File: config.mk
export PLATFORM = sky130hd
export DESIGN_NAME = chip8_call_ctrl
export DESIGN_NICKNAME = d
export VERILOG_FILES = /design/src/rtl/chip8_pkg.sv /design/src/rtl/chip8_depth_ctr.sv /design/src/rtl/chip8_call_ctrl.sv
export SDC_FILE = /design/constraint.sdc
export NUM_CORES = 1
export LEC_CHECK = 0
export ABC_AREA = 1
export BUFFER_PORTS_ARGS = -buffer_cell sky130_fd_sc_hd__buf_2
export CORE_ASPECT_RATIO = 1.4
export CORE_MARGIN = 2
export CORE_UTILIZATION = 52
export DETAILED_ROUTE_END_ITERATION = 8
export PLACE_DENSITY = 0.9
export SYNTH_ARGS = -nofsm -noshare
export SYNTH_HDL_FRONTEND = slang
export SYNTH_HIERARCHICAL = 1
export SYNTH_SLANG_ARGS = --single-unit
File: constraint.sdc
create_clock -name clk -period 2.95 [get_ports clk]
set_input_delay 0.4425 -clock clk [delete_from_list [all_inputs] [get_ports clk]]
set_output_delay 0.4425 -clock clk [all_outputs]
set_load 0.01 [all_outputs]
File: src/rtl/chip8_pkg.sv
// Shared types and constants for the CHIP-8 subroutine call/return sequencer.
package chip8_pkg;

  typedef enum logic [2:0] {
    StIdle,
    StPush,
    StPop,
    StPopWait,
    StDoneCall,
    StDoneRet,
    StErr
  } state_e;

  localparam logic [3:0]  OP_CALL_NIB     = 4'h2;
  localparam logic [3:0]  OP_JP_NIB       = 4'h1;
  localparam logic [15:0] OP_RET          = 16'h00EE;
  localparam int unsigned STACK_DEPTH_DEF = 16;
  localparam int unsigned DEPTH_W         = 5;

endpackage

File: src/rtl/chip8_depth_ctr.sv
// Up/down stack occupancy counter with full/empty flags.
module chip8_depth_ctr
  import chip8_pkg::*;
#(
  parameter int unsigned MAX_DEPTH = STACK_DEPTH_DEF
) (
  input  logic               clk,
  input  logic               rst_n,
  input  logic               inc,
  input  logic               dec,
  output logic [DEPTH_W-1:0] depth,
  output logic               full,
  output logic               empty
);

  logic [DEPTH_W-1:0] count_q, count_d;

  always_comb begin
    count_d = count_q;
    if (inc && !dec) begin
      count_d = count_q + DEPTH_W'(1);
    end else if (dec && !inc) begin
      count_d = count_q - DEPTH_W'(1);
    end
  end

  always_ff @(posedge clk or negedge rst_n) begin
    if (!rst_n) begin
      count_q <= '0;
    end else begin
      count_q <= count_d;
    end
  end

  assign depth = count_q;
  assign full  = (count_q == DEPTH_W'(MAX_DEPTH));
  assign empty = (count_q == '0);

endmodule

File: src/rtl/chip8_call_ctrl.sv
// CHIP-8 CALL/RET sequencer driving the call stack and the fetch PC.
// Define CHIP8_CALL_JUMP_EN to also execute 1NNN (JP) without stack access.
module chip8_call_ctrl
  import chip8_pkg::*;
#(
  parameter int unsigned STACK_DEPTH = STACK_DEPTH_DEF,
  parameter int unsigned ADDR_W      = 12,
  parameter int unsigned DATA_W      = 16
) (
  input  logic               clk,
  input  logic               rst_n,
  input  logic               start,
  input  logic [15:0]        opcode,
  input  logic [ADDR_W-1:0]  pc,
  output logic               stk_push,
  output logic               stk_pop,
  output logic [DATA_W-1:0]  stk_wdata,
  input  logic [DATA_W-1:0]  stk_rdata,
  output logic               busy,
  output logic               done,
  output logic               pc_load,
  output logic [ADDR_W-1:0]  pc_next,
  output logic               err,
  output logic [DEPTH_W-1:0] depth
);

  state_e            state_q, state_d;
  logic [ADDR_W-1:0] tgt_q, tgt_d, ret_q, ret_d, pc_next_d;
  logic [DATA_W-1:0] stk_wdata_d;
  logic              full, empty, is_call, is_ret, is_jp;
  logic              unused_rdata;

  assign is_call = (opcode[15:12] == OP_CALL_NIB);
  assign is_ret  = (opcode == OP_RET);
`ifdef CHIP8_CALL_JUMP_EN
  assign is_jp   = (opcode[15:12] == OP_JP_NIB);
`else
  assign is_jp   = 1'b0;
`endif

  // Only the address bits of the popped word are meaningful.
  assign unused_rdata = ^stk_rdata[DATA_W-1:ADDR_W];

  chip8_depth_ctr #(
    .MAX_DEPTH(STACK_DEPTH)
  ) u_depth_ctr (
    .clk  (clk),
    .rst_n(rst_n),
    .inc  (state_q == StPush),
    .dec  (state_q == StPop),
    .depth(depth),
    .full (full),
    .empty(empty)
  );

  always_comb begin
    state_d = state_q;
    tgt_d   = tgt_q;
    ret_d   = ret_q;
    unique case (state_q)
      StIdle: begin
        if (start) begin
          if (is_call) begin
            tgt_d   = ADDR_W'(opcode[11:0]);
            ret_d   = pc + ADDR_W'(2);
            state_d = full ? StErr : StPush;
          end else if (is_ret) begin
            state_d = empty ? StErr : StPop;
          end else if (is_jp) begin
            tgt_d   = ADDR_W'(opcode[11:0]);
            state_d = StDoneCall;
          end
        end
      end
      StPush:     state_d = StDoneCall;
      StPop:      state_d = StPopWait;
      StPopWait:  state_d = StDoneRet;
      StDoneCall: state_d = StIdle;
      StDoneRet:  state_d = StIdle;
      StErr:      state_d = StIdle;
      default:    state_d = StIdle;
    endcase
  end

  // Outputs are decoded from the next state so they are registered yet line up with it.
  always_comb begin
    stk_wdata_d = stk_wdata;
    pc_next_d   = pc_next;
    if (state_d == StPush) begin
      stk_wdata_d = DATA_W'(ret_d);
    end
    if (state_q == StPopWait) begin
      pc_next_d = stk_rdata[ADDR_W-1:0];
    end else if (state_d == StDoneCall) begin
      pc_next_d = tgt_d;
    end
  end

  always_ff @(posedge clk or negedge rst_n) begin
    if (!rst_n) begin
      state_q   <= StIdle;
      tgt_q     <= '0;
      ret_q     <= '0;
      stk_push  <= 1'b0;
      stk_pop   <= 1'b0;
      stk_wdata <= '0;
      busy      <= 1'b0;
      done      <= 1'b0;
      pc_load   <= 1'b0;
      err       <= 1'b0;
      pc_next   <= '0;
    end else begin
      state_q   <= state_d;
      tgt_q     <= tgt_d;
      ret_q     <= ret_d;
      stk_push  <= (state_d == StPush);
      stk_pop   <= (state_d == StPop);
      stk_wdata <= stk_wdata_d;
      busy      <= (state_d != StIdle);
      done      <= (state_d == StDoneCall) || (state_d == StDoneRet) || (state_d == StErr);
      pc_load   <= (state_d == StDoneCall) || (state_d == StDoneRet);
      err       <= (state_d == StErr);
      pc_next   <= pc_next_d;
    end
  end

endmodule

**Yosys cells after proc, flatten, opt, wreduce, memory -nomap -nowiden**

Cells that the tools add are included.

- Add/sub/neg operators: 3
- Reduce and logical (&&, ||, !) cells: 11
- Mux-type cells: 16
- Eq/ne operators: 11

Operators by type and width:

| operator | number |
|---|---|
| $mux W12 | 8 |
| $eq A16 B8 Y1 const B | 1 |
| $mux W3 | 5 |
| $add A12 B2 Y12 const B | 1 |
| $pmux W3 S4 | 1 |
| $mux W5 | 2 |
| $eq A3 B2 Y1 const B | 3 |
| $eq A3 B3 Y1 const B | 3 |
| $eq A3 B1 Y1 const B | 2 |
| $add A5 B1 Y5 const B | 1 |
| $eq A5 B5 Y1 const B | 1 |
| $logic_not A5 Y1 | 1 |
| $sub A5 B1 Y5 const B | 1 |
| $eq A4 B2 Y1 const B | 1 |
| $reduce_bool A2 Y1 | 2 |
| $logic_not A3 Y1 | 1 |
| $reduce_bool A3 Y1 | 1 |
| $logic_and A1 B1 Y1 | 2 |
| $logic_not A1 Y1 | 2 |
| $logic_or A1 B1 Y1 | 2 |

- Output and inout port bits: 39
- Register bits: 62

**Logic depth before layout (Yosys ltp)**

Gate-level depths: netlist of run 1.

- Depth in word-level cells: 9
- Depth in mapped cells: 14
- Gate-level depth less buffers: 13

**Cells and area by module**

Netlist of run 1, hierarchy kept.

Modules (own cells, without submodules):

| module | times used | cells each | sequential area each (µm²) | area an instance (µm²) |
|---|---|---|---|---|
| chip8_call_ctrl | 1 | 330 | 1426.4 | 2762.6 |
| chip8_depth_ctr | 1 | 52 | 125.1 | 377.9 |

**Worst setup path before layout of run 1**

OpenSTA, ideal clock, no wires.

- Kind: flip-flop to flip-flop
- From: register state_q[0]
- To: register u_depth_ctr.count_q[4] (netlist: u_depth_ctr/depth[4])
- Stages on the path, launching flop included: 14
- Library setup time: 0.117 ns
- Period minus slack after synthesis: 2.029 ns
- Slack: 0.921 ns
- Path buffers: 1
- Required time: 2.833 ns
- Arrival: 1.911 ns
- Path through: dfrtp_1 > inv_1 > nor2_1 > buf_2 > inv_1 > nor2_1 > ha_1 > inv_1 > ha_1 > or2_1 > nand2_1 > nand2_1 > nand3_1 > nand2_1

- Cells in the longest elaborated chain, start to end: 4
- Elaborated cells on any way between the ends: 8
- Those cells by class: eq/ne: 2; mux: 1; reduce/logical: 5

Ends and longest elaborated chain:

| element | RTL line | RTL |
|---|---|---|
| start, declared | chip8_call_ctrl.sv:27 | `state_e state_q, state_d;` |
| start signal, assigned | chip8_call_ctrl.sv:101 | `state_q <= StIdle;` |
| start signal, assigned | chip8_call_ctrl.sv:113 | `state_q <= state_d;` |
| $eq A3 B2 Y1 or $eq A3 B1 Y1 (tied branches) | chip8_call_ctrl.sv:50, chip8_call_ctrl.sv:49 |  |
| $logic_not A1 Y1, on equally long branches | chip8_depth_ctr.sv:20, chip8_depth_ctr.sv:22 |  |
| $logic_and A1 B1 Y1, on equally long branches | chip8_depth_ctr.sv:20, chip8_depth_ctr.sv:22 |  |
| $mux W5 or $reduce_bool A2 Y1 (tied branches) | n/a |  |
| end signal, assigned | chip8_depth_ctr.sv:31 | `count_q <= count_d;` |
| end, declared | chip8_depth_ctr.sv:16 | `logic [DEPTH_W-1:0] count_q, count_d;` |

Several ways; a longest one is shown, not always the timed one.
A chain may end at the register's enable or synchronous reset.

**Worst setup path after layout of run 1**

- From: register state_q[1]
- To: register u_depth_ctr.count_q[4] (netlist: u_depth_ctr/depth[4])

The elaborated chain is that of the path after synthesis.

==> results of run 1 <==
## worst max-delay path by stage
stage                           from  cells past startpoint                   end  slack (ns)
after global placement    state_q[1]                     12  u_depth_ctr/depth[4]        0.88
after global routing      state_q[1]                     12  u_depth_ctr/depth[4]        0.56
final                     state_q[1]                     12  u_depth_ctr/depth[4]        0.78
after detailed placement  state_q[1]                     12  u_depth_ctr/depth[4]        0.80
after floorplan           state_q[0]                     13  u_depth_ctr/depth[4]        0.92
after CTS                 state_q[1]                     12  u_depth_ctr/depth[4]        0.77
## routing by layer
layer	vias to the layer above	global-route usage (%)	share of wire, %
met3	16	5.03	5.3
li1	1366	-	-
met4	0	10.1	2.6
met2	83	41.4	52
met5	-	0	0
met1	1277	24.2	40
## cells by family (layout without fill, tap and decap cells)
family          count (synthesis)  after routing  share of synthesized area [%]
compound gates                 33             33                           7.09
xor+xnor                        4              4                           1.12
fa+ha+maj                       6              6                           2.63
buf+inv                        57            136                           8.61
flops                          62             62                           49.4
other cells                     1              4                          0.119
simple gates                  219            219                           31.0
## Yosys cell counts, drive strengths merged (4+ instances only)
master	instances
nand2	123
dfrtp	62
nand3	41
inv	37
nor2	37
o21ai	17
buf	15
a31oi	13
nand4	7
ha	5
or2	5
nor3	4
## worst max-delay path: cells and delay by family, from the launching register on
family                     cells  cell delay [ns]
adders and majority gates      2             0.49
buffers and inverters          4             0.57
DFF                            1             0.33
and+or+nand+nor                6             0.66
## layout make-up
type	count	share of cell area (%)
clock inverter	6	1.05
clock buffer	10	3.45
multi-input combinational	266	36.0
sequential	62	41.9
tap	70	2.36
inverter	39	4.05
timing repair buffer	81	11.2
## state kept, by name, summed over array words and instances, names as in the netlist
| name | flops |
|---|---|
| busy | 1 |
| ret_q | 12 |
| stk_push | 1 |
| stk_pop | 1 |
| stk_wdata | 12 |
| tgt_q | 12 |
| state_q | 3 |
| u_depth_ctr/depth | 5 |
| pc_next | 12 |
| pc_load | 1 |
| err | 1 |
| done | 1 |
## cell usage in the layout, fill, tap and decap left out, types with 2 or more instances in the layout
master	count
a21oi_1	3
nor2_1	34
clkinv_2	4
conb_1	4
clkbuf_8	9
nor3_1	4
a31oi_1	13
nand2_1	120
inv_1	34
nand2_2	3
o21ai_2	11
or2_2	4
ha_1	5
xnor2_1	2
nand4_1	6
dfrtp_1	62
buf_4	4
xor2_1	2
nand3_1	41
inv_2	2
clkinvlp_4	2
buf_2	77
o21ai_0	5
## metrics by stage
stage                     setup slack [ns]  hold WS, ns  utilization, %
after global routing                 0.563        0.154            63.2
after global placement               0.882        0.450            60.3
after floorplan                      0.921        0.147               -
after detailed placement             0.796        0.454            60.3
final                                0.778        0.111            63.2
after CTS                            0.771        0.118            63.2
## power groups by stage
stage               combinational, mW  sequential [mW]  clock [mW]
finish                           1.17             1.33       0.631
global route                     1.31             1.37       0.680
CTS                              1.18             1.33       0.643
detailed placement               1.17             1.34           0
global placement                 1.11             1.33           0
floorplan                       0.665             1.43           0
==> metrics.txt, run 1 <==
Clk network pwr share=20.2%; outcome=complete, no violations; Tot GR Track Use=22.2%; worst reg2reg path endpoint=u_depth_ctr/depth[4]; CTS Hold Bufs=0; area grow syn2layout=17.9%; relative slew slack=59.3%; WS Path Type=reg2reg; total core area=5860 um^2; Pins Over Slew Limit=0; Psw=1.19 mW; H-tree levels=3; port bufs=77; Post-Place Cells=518; type of origin of the critical path=flop; Core Rows=33; Pwr Density=844 nW/um^2; Post-synth EDFFs=0; drt first pass iters=4; switching share of power=38.2%; via count=2742; Ys Warns=6; die area=6690 um^2; #FFs+latches synth=62; Die W=69.7 um; Hold/Removal Path Class=in2async; Setup Skew=0.00910 ns; Post-DP Area=3540 um^2; DP HPWL=5.20 mm; Cells after Synth=382; Crit-path slowest cell=dfrtp_1; PnR Total Power=3.13 mW; Synth area leaders=dfrtp_1, nand2_1, nand3_1; first-pass GRT wire length=11.6 mm; Logic pwr share=37.3%; antenna violations before repair=0; Total Negative Setup Slacks=0 ns; CP Capture Type=flop; placer congestion estimate=0.906; clk sinks=62; Clock Latency Late Sink=0.34 ns; CTS tree=built; reg2reg start=state_q[1]; ys async rst share=100%; CTS root buffer=clkbuf_8; setup slack, reg-to-reg=0.78 ns; Seq pwr share=42.6%; internal power=1.93 mW; routed len/inst=12.8 um; non-filler cells, final=534; max_cap viols=0; Avg Vias per Cell=5.13; cell area after layout=3700 um^2; crit-path max FO=16; CP max stage delay=0.33 ns; crit path DAT=2.39 ns; Seq. cell area=1550 um^2; R2R depth=12; Final setup viols=0; starting density of the core=53.6%; GR Overflow Total=0; syn avg cell area=8.22 um^2; Post-CTS Setup Inserts=0; unique cell type count in the Yosys netlist=33; I/O pin count=86; crit path time final=2.17 ns; Post-DRT Antenna Nets=0; Clk pin slew, worst setup/hold paths=0.07 ns; share of the synthesized area in the top cell type=49.4%; max frequency=460 MHz; total CTS buffers=9; multi-input logic area=1330 um^2; Final Cycle Share=73.6%; Fill cells=507; sequential share of the synthesized area=49.4%; vias in the first global route=2655; Peak VDD IR=0.607 mV; Post-CTS Resized=0; Initial DRC Count=173; Leak=2.01 nW; final hold violations=0; area leader, netlist=dfrtp_1; Bufs on Longest Clock Path=2; fin nets=512; layout cells sized above 1=26.5%; die height=96.0 um; largest net degree at the start of global routing=39; WL final=6.83 mm; Synth Flop Type=dfrtp_1; worst-margin pin slew=0.610 ns; Mapped Area=3140 um^2; RSZ-0062 raised after global routing=no; number of remaining DRC errors=0; most used cell, CP=nand2_1; CP required=3.17 ns; # diodes=0; worst-path cell chain=buf_4 > clkinv_2 > nor3_1 > inv_1 > ha_1 > inv_1 > ha_1 > or2_1 > nand2_1 > nand2_1 > nand3_1 > nand2_1
Note: power is estimated with default switching activity, not from simulation.
==> inputs of run 2 (changes only) <==
clock period = 2.08 ns   (was 2.95 ns; I/O delays follow)
==> run 2 against run 1 <==
- clock skew down 0.0011 ns
- worst setup slack lost 0.67 ns
- global-route usage increased by 0.77 points
- flip-flop and latch count did not move
- via count grew 0.88%
- critical endpoint unchanged
- highest routed layer unchanged
==> metrics.txt, run 2 (same netlist as run 1, synthesis figures left out) <==
fin nets=522; Psw=1.75 mW; max frequency=507 MHz; die area=6690 um^2; CP required=2.31 ns; total core area=5860 um^2; max_cap viols=0; setup slack, reg-to-reg=0.11 ns; crit path DAT=2.21 ns; number of remaining DRC errors=0; Clk pin slew, worst setup/hold paths=0.07 ns; placer congestion estimate=0.909; Initial DRC Count=131; antenna violations before repair=0; internal power=3.06 mW; Hold/Removal Path Class=in2reg; Pwr Density=1250 nW/um^2; cell area after layout=3860 um^2; non-filler cells, final=544; Avg Vias per Cell=5.08; Leak=2.07 nW; reg2reg start=state_q[0]; area grow syn2layout=22.9%; Seq pwr share=39.4%; Post-DP Area=3570 um^2; Core Util, Final=65.8%; CP Capture Type=flop; vias in the first global route=2759; Hold WS=0.234 ns; Setup Skew=0.00802 ns; largest net degree at the start of global routing=39; R2R depth=14; drt first pass iters=4; Crit. Startpoint=state_q[0]; Post-Place Cells=522; WL final=7.26 mm; routed len/inst=13.3 um; die height=96.0 um; Pins Over Slew Limit=0; Post-DRT Antenna Nets=0; switching share of power=36.4%; most frequent cells in the layout=nand2_1, buf_2, dfrtp_1; Logic pwr share=36.6%; starting density of the core=53.6%; Die W=69.7 um; crit path time final=1.97 ns; CTS root buffer=clkbuf_8; # diodes=0; crit-path max FO=3; clk sinks=62; type of origin of the critical path=flop; WS Path Type=reg2reg; outcome=complete, no violations; via count=2766; worst setup path end=u_depth_ctr/depth[4]; DP HPWL=5.26 mm; Final setup viols=0; Clk network pwr share=24.0%; first-pass GRT wire length=12.2 mm; total CTS buffers=9; Final Cycle Share=94.9%; CTS tree=built; Peak VDD IR=0.864 mV; Total Negative Setup Slacks=0 ns; GR Overflow Total=0; Tot GR Track Use=23.0%; I/O pin count=86; Bufs on Longest Clock Path=2; worst reg2reg path endpoint=u_depth_ctr/depth[4]; final hold violations=0; commonest non-fill, non-tap cell in the layout=nand2_1; layout cells sized above 1=29.7%; port bufs=77; Core Rows=33; Clock Latency Late Sink=0.34 ns; H-tree levels=3
==> run 2: worst min-delay path by stage <==
stage | cells past startpoint | startpoint | endpoint
5_1_grt | 2 | pc[1] | ret_q[1]
6_report | 2 | pc[1] | ret_q[1]
2_1_floorplan | 0 | rst_n | busy
3_3_place_gp | 1 | rst_n | ret_q[3]
3_5_place_dp | 1 | rst_n | tgt_q[8]
4_1_cts | 3 | pc[0] | ret_q[0]
==> run 2: final cells by class <==
type / instances / area [um^2]
Clock buffer: 9 / 124
Timing Repair Buffer: 91 / 493
Fill cell: 493 / 2000
Clock inverter: 7 / 96.3
Tap cell: 70 / 87.6
Inverter: 39 / 150
Sequential cell: 62 / 1550
Multi-Input combinational cell: 266 / 1360
==> run 2: through the flow <==
| stage | power (mW) | setup WS (ns) |
|---|---|---|
| 6_report | 4.81 | 0.107 |
| 3_5_place_dp | 3.58 | 0.0818 |
| 5_1_grt | 5.17 | -0.0807 |
| 4_1_cts | 4.76 | 0.0278 |
| 2_1_floorplan | 2.96 | 0.0514 |
| 3_3_place_gp | 3.48 | 0.148 |
==> run 2: power by group through the flow <==
stage               combinational, mW  clock, mW  sequential (mW)
finish                           1.76       1.15             1.90
global route                     1.99       1.23             1.95
CTS                              1.69       1.18             1.89
global placement                 1.59          0             1.89
floorplan                       0.943          0             2.02
detailed placement               1.67          0             1.91
==> run 2: metal layers <==
metal  vias to the layer above  GRT usage (%)  routed length, um  share of wire (%)
met1                      1282           25.5               2950                 41
li1                       1389              -                  -                  -
met3                        11           5.86                371                5.1
met4                         0           7.85                119                1.6
met5                         -              0                  0                  0
met2                        84           43.2               3810                 53
==> run 2: critical path, stage by stage, from the launching register on <==
cell and delay [ns]:
dfrtp_1 0.40, inv_2 0.07, nor2_4 0.12, inv_2 0.06
nor2_2 0.10, ha_2 0.19, inv_2 0.05, buf_4 0.14
fa_2 0.37, nand2_2 0.09, nand2_2 0.06, nand2_1 0.06
nand2_1 0.05, nand3_1 0.06, nand2_1 0.05
==> run 2: repair_timing <==
item / 4_1_cts / 5_1_grt
buffers inserted: 0 / 5
resized for setup: 0 / 10
setup endpoints to repair: 0 / 3
hold endpoints to repair: 20 / 0
hold buffers: 1 / 0
